### src/rtl/fc_mac_array.sv
// fc_mac_array: NUM_LANES signed fixed-point dot-product neurons sharing one activation stream; define FC_RELU_EN to clamp negative results to zero
module fc_mac_array #(
  parameter int PREC      = 18,
  parameter int FRAC      = 14,
  parameter int FAN_IN    = 784,
  parameter int NUM_LANES = 4,
  parameter int ID_WIDTH  = 10,
  parameter int ACC_WIDTH = 40,
  parameter int BP_SHIFT  = 5
) (
  input  logic                      clk,
  input  logic                      rst,
  input  logic [PREC-1:0]           activation_i,
  input  logic [NUM_LANES*PREC-1:0] weight_i,
  input  logic [NUM_LANES*PREC-1:0] bias_i,
  input  logic                      bias_en_i,
  input  logic [ID_WIDTH-1:0]       neuron_id_i,
  input  logic                      valid_i,
  output logic                      ready_o,
  input  logic                      clear_i,
  output logic [NUM_LANES*PREC-1:0] activation_o,
  output logic [ID_WIDTH-1:0]       neuron_id_o,
  output logic                      valid_o,
  input  logic                      ready_i,
  output logic [NUM_LANES-1:0]      sat_o,
  input  logic                      b_valid_i,
  input  logic                      bp_mode,
  output logic [NUM_LANES*PREC-1:0] b_gradient_o,
  output logic                      b_valid_o
);
  localparam int CW = FAN_IN > 1 ? $clog2(FAN_IN) : 1;
  logic [CW-1:0] cnt;
  logic first, last, acc_en;
  assign ready_o = !valid_o || ready_i;
  assign acc_en  = valid_i && ready_o && !clear_i;
  assign first   = cnt == '0;
  assign last    = cnt == CW'(FAN_IN - 1);
  // beat counter, result handshake and gradient valid delay
  always_ff @(posedge clk)
    if (!rst) begin
      cnt         <= '0;
      valid_o     <= 1'b0;
      neuron_id_o <= '0;
      b_valid_o   <= 1'b0;
    end else begin
      b_valid_o <= b_valid_i;
      if (clear_i) cnt <= '0;
      else if (acc_en) cnt <= last ? '0 : cnt + CW'(1);
      if (acc_en && last) begin
        valid_o     <= 1'b1;
        neuron_id_o <= neuron_id_i;
      end else if (ready_i) valid_o <= 1'b0;
    end
  for (genvar g = 0; g < NUM_LANES; g++) begin : g_lane
    logic signed [PREC-1:0] w, b;
    logic signed [2*PREC-1:0] prod, gshr;
    logic signed [ACC_WIDTH:0] base, sum;
    logic signed [ACC_WIDTH-1:0] acc, acc_sat;
    logic signed [ACC_WIDTH-FRAC-1:0] shr;
    logic [PREC-1:0] res_s, res, gsat, out_q, grad_q;
    logic acc_ovf, prec_ovf, stk, sticky, sat_q;
    assign w        = weight_i[g*PREC +: PREC];
    assign b        = bias_i[g*PREC +: PREC];
    assign prod     = (2*PREC)'(w) * (2*PREC)'($signed(activation_i));
    assign base     = first ? (bias_en_i ? (ACC_WIDTH+1)'(b) <<< FRAC : '0) : (ACC_WIDTH+1)'(acc);
    assign sum      = base + (ACC_WIDTH+1)'(prod);
    assign acc_ovf  = sum[ACC_WIDTH] ^ sum[ACC_WIDTH-1];
    assign acc_sat  = acc_ovf ? {sum[ACC_WIDTH], {(ACC_WIDTH-1){~sum[ACC_WIDTH]}}} : sum[ACC_WIDTH-1:0];
    assign shr      = acc_sat[ACC_WIDTH-1:FRAC];
    assign prec_ovf = !(&shr[ACC_WIDTH-FRAC-1:PREC-1]) && |shr[ACC_WIDTH-FRAC-1:PREC-1];
    assign res_s    = prec_ovf ? {shr[ACC_WIDTH-FRAC-1], {(PREC-1){~shr[ACC_WIDTH-FRAC-1]}}} : shr[PREC-1:0];
`ifdef FC_RELU_EN
    assign res      = shr[ACC_WIDTH-FRAC-1] ? '0 : res_s;
`else
    assign res      = res_s;
`endif
    assign stk      = (!first && sticky) || acc_ovf;
    assign gshr     = bp_mode ? prod >>> (FRAC + BP_SHIFT) : prod >>> FRAC;
    assign gsat     = (!(&gshr[2*PREC-1:PREC-1]) && |gshr[2*PREC-1:PREC-1]) ?
                      {gshr[2*PREC-1], {(PREC-1){~gshr[2*PREC-1]}}} : gshr[PREC-1:0];
    // lane accumulator, sticky saturation flag, result and gradient registers
    always_ff @(posedge clk)
      if (!rst) begin
        acc    <= '0;
        sticky <= 1'b0;
        out_q  <= '0;
        sat_q  <= 1'b0;
        grad_q <= '0;
      end else begin
        grad_q <= gsat;
        if (clear_i) begin
          acc    <= '0;
          sticky <= 1'b0;
        end else if (acc_en) begin
          acc    <= last ? '0 : acc_sat;
          sticky <= last ? 1'b0 : stk;
        end
        if (acc_en && last) begin
          out_q <= res;
          sat_q <= stk || prec_ovf;
        end
      end
    assign activation_o[g*PREC +: PREC] = out_q;
    assign b_gradient_o[g*PREC +: PREC] = grad_q;
    assign sat_o[g]                     = sat_q;
  end
endmodule

### config.mk
export PLATFORM = sky130hd
export DESIGN_NAME = fc_mac_array
export DESIGN_NICKNAME = d
export VERILOG_FILES = /design/src/rtl/fc_mac_array.sv
export SDC_FILE = /design/constraint.sdc
export NUM_CORES = 2
export LEC_CHECK = 0
export BUFFER_PORTS_ARGS = -buffer_cell sky130_fd_sc_hd__buf_4
export CAP_MARGIN = 20
export CORE_AREA = 8 8 456 413
export DETAILED_ROUTE_END_ITERATION = 8
export DIE_AREA = 0 0 464 421
export GPL_TIMING_DRIVEN = 0
export PLACE_DENSITY = 0.61
export REMOVE_ABC_BUFFERS = 1
export SLEW_MARGIN = 20
export SYNTH_ARGS = -nofsm -noshare
export SYNTH_HDL_FRONTEND = slang
export SYNTH_SLANG_ARGS = --single-unit
export TNS_END_PERCENT = 30
### constraint.sdc
create_clock -name clk -period 37 [get_ports clk]
set_input_delay 7.4 -clock clk [delete_from_list [all_inputs] [get_ports clk]]
set_output_delay 7.4 -clock clk [all_outputs]
set_load 0.02 [all_outputs]
==> summary.md <==
| Metric | Value |
|---|---|
| Largest net degree at the start of global routing | 73 |
| Routed Antenna Nets | 0 |
| Data required, critical path | 37.53 ns |
| DR pass1 iterations | 6 |
| Maxcap violations | 0 |
| CP Class | in2reg |
| Final nets | 10399 |
| Post-synth EDFFs | 0 |
| Area Overhead vs Synth | 8.70% |
| Total I/O pin count | 341 |
| Place WS | 16.43 ns |
| Post-DP HPWL | 160 mm |
| Slew Viols, Final | 0 |
| Dpl cells | 10712 |
| Dominant synthesized flop cell | dfxtp_1 |
| Slew at the pin closest to its max-slew limit | 1.19 ns |
| H-tree depth | 2 |
| Via density | 5.29 |
| Hold Crit Class | reg2reg |
| IO buf count | 340 |
| First-pass GRT wire length | 336 mm |
| Biggest cell delay along the critical path | 0.80 ns |
| RSZ-0062 raised after global routing | no |
| Worst-path maximum fanout | 72 |
| Post-synthesis sequential area ratio | 0.0933 |
| Max stage delay cell, worst path | buf_4 |
| Clock Tree Buf Depth | 3 |
| Clk_lat worst skew | 0.62 ns |
| Num rows | 148 |
| Die height | 421 µm |
| Total track usage | 0.210 |
| Fin Setup TNS | 0 ns |
| GRT busiest layer | met2 |
| CP Launch Type | primary input |
| Die W | 464 µm |
| Worst Slack Setup Final | 16.83 ns |
| Cell count after synthesis | 8345 |
| Detailed Route Iter0 Violations | 3748 |
| Hold_buf cts | 0 |
| Yosys warns | 0 |
| Non-Filler Instances | 10804 |
| Status | finished clean |
| Final Skew | 0.0236 ns |
| Antenna violations before repair | 12 |
| Worst-case hold slack | 0.447 ns |
| Drc violations | 0 |
| Routed len/inst | 19.2 µm |
| Post-Syn Area | 71600 µm² |
| Yosys top cell by area | fa_1 |
| GP Congestion | 0.901 |
| Synthesized area per cell | 8.59 µm² |
| Top cell type's share of synthesized area | 0.369 |
| Initial core utilization | 0.398 |
| Synth top area cells | fa_1 37%, ha_1 9.4%, dfxtp_1 9.3%, inv_1 7.9%, and2_1 6.7% |
| Vias in the first global route | 60740 |
| Clock sinks | 334 |
| Post-CTS sizing | 0 |
| DIE AREA | 195000 µm² |
| Tmin final | 20.17 ns |
| Number of synthesized register bits | 334 |
| CTS clock-pin slew for the worst setup and hold paths | 0.06 ns |
| Met1 Usage GRT | 0.294 |
| Final wirelength | 208 mm |
| Fmax | 0.0496 GHz |
| Post-synth cell types | 107 |
| Setup violations, final | 0 |
| Root Buffer | clkbuf_16 |
| Final hold violation count | 0 |
| Core Region | 180000 µm² |
| CP Data Arrival Time | 20.70 ns |
| Post-CTS setup repair buffer count | 0 |
| Share of cells above drive strength 1 | 0.0656 |
| Most frequent cells in the layout | 1508 x inv_1, 1320 x fa_1, 939 x nand2_1 |
| GRT overflow | 0 |
| Via count | 57137 |
| Worst slew margin | 0.203 |
| Met2 Use GR | 0.344 |
| Met3 Use GR | 0.0313 |
| Synth async-reset ratio | 0 |
| CTS tree | done |
| Commonest non-fill, non-tap cell in the layout | inv_1 |
| Final period util | 0.545 |
| Critical Path End Type | flop |
| Cts bufs inserted | 44 |
[registers in the layout (all words and copies together), names as in the netlist]
signal / count
g_lane.acc: 160
g_lane.grad_q: 72
g_lane.out_q: 72
cnt: 10
neuron_id_o: 10
g_lane.sat_q: 4
g_lane.sticky: 4
b_valid_o: 1
valid_o: 1
[worst max-delay path, delay by kind of cell]
family | cells | cell delay, ns
buffers and inverters | 5 | 1.69
adders and majority gates | 9 | 4.50
xor gates and xnor gates | 2 | 0.50
and+or+nand+nor | 8 | 1.80
AOI/OAI and AO/OA | 22 | 4.72
[area by class of cell]
type | instances | area [µm²]
Tap cell | 2400 | 3000
Multi-Input combinational cell | 6093 | 57800
Inverter | 1512 | 5690
Antenna cell | 10 | 25.0
Timing Repair Buffer | 374 | 3110
Clock buffer | 55 | 1230
Sequential cell | 334 | 6690
Fill cell | 17908 | 102000
Clock inverter | 26 | 308
[stage by stage]
stage / cell area [µm²] / utilization
finish: 77900 / 0.432
floorplan: 70100 / -
global route: 77900 / 0.432
detailed placement: 76300 / 0.423
global placement: 75600 / 0.420
CTS: 77800 / 0.432
[per-layer routing]
metal | share of wire | vias to the layer above | wire, µm
met4 | 0.024 | 2 | 5070
li1 | - | 26285 | -
met2 | 0.46 | 1633 | 96300
met1 | 0.46 | 28954 | 94600
met3 | 0.057 | 263 | 11900
met5 | 0.000077 | - | 16
[cell usage after synthesis (all sizes together) (174+ instances only)]
master and number:
nor2 374, fa 1320, nand2 941, inv 1510, a21o 174, and2 769
xnor2 194, o21ai 282, ha 540, clkbuf 374, dfxtp 334, a21oi 427
[path summary, 6_finish.rpt]
path / from / endpoint / slack, ns / depth (start not counted)
worst min-delay path: g_lane[2].acc[9] / g_lane[2].acc[9] / 0.45 / 2
worst min register to register: g_lane[2].acc[9] / g_lane[2].acc[9] / 0.45 / 2
worst max-delay path: activation_i[3] / g_lane[0].out_q[6] / 16.83 / 46
worst max register to register: cnt[9] / g_lane[0].out_q[6] / 28.25 / 26
[cell families (layout without fill, tap and decap cells)]
family	count (synthesis)	after routing	share of synthesized area
DFF	334	334	0.0933
muxes	37	37	0.00527
AOI/OAI and AO/OA	1385	1385	0.126
adders and majority gates	1863	1863	0.464
xor gates and xnor gates	288	288	0.0368
buffers and inverters	1918	1967	0.101
and+or+nand+nor	2520	2520	0.173
other	0	10	0
Power is left out: the tool's default activity adds up to more than one toggle a clock period on the data nets, which glitch-free logic cannot reach.
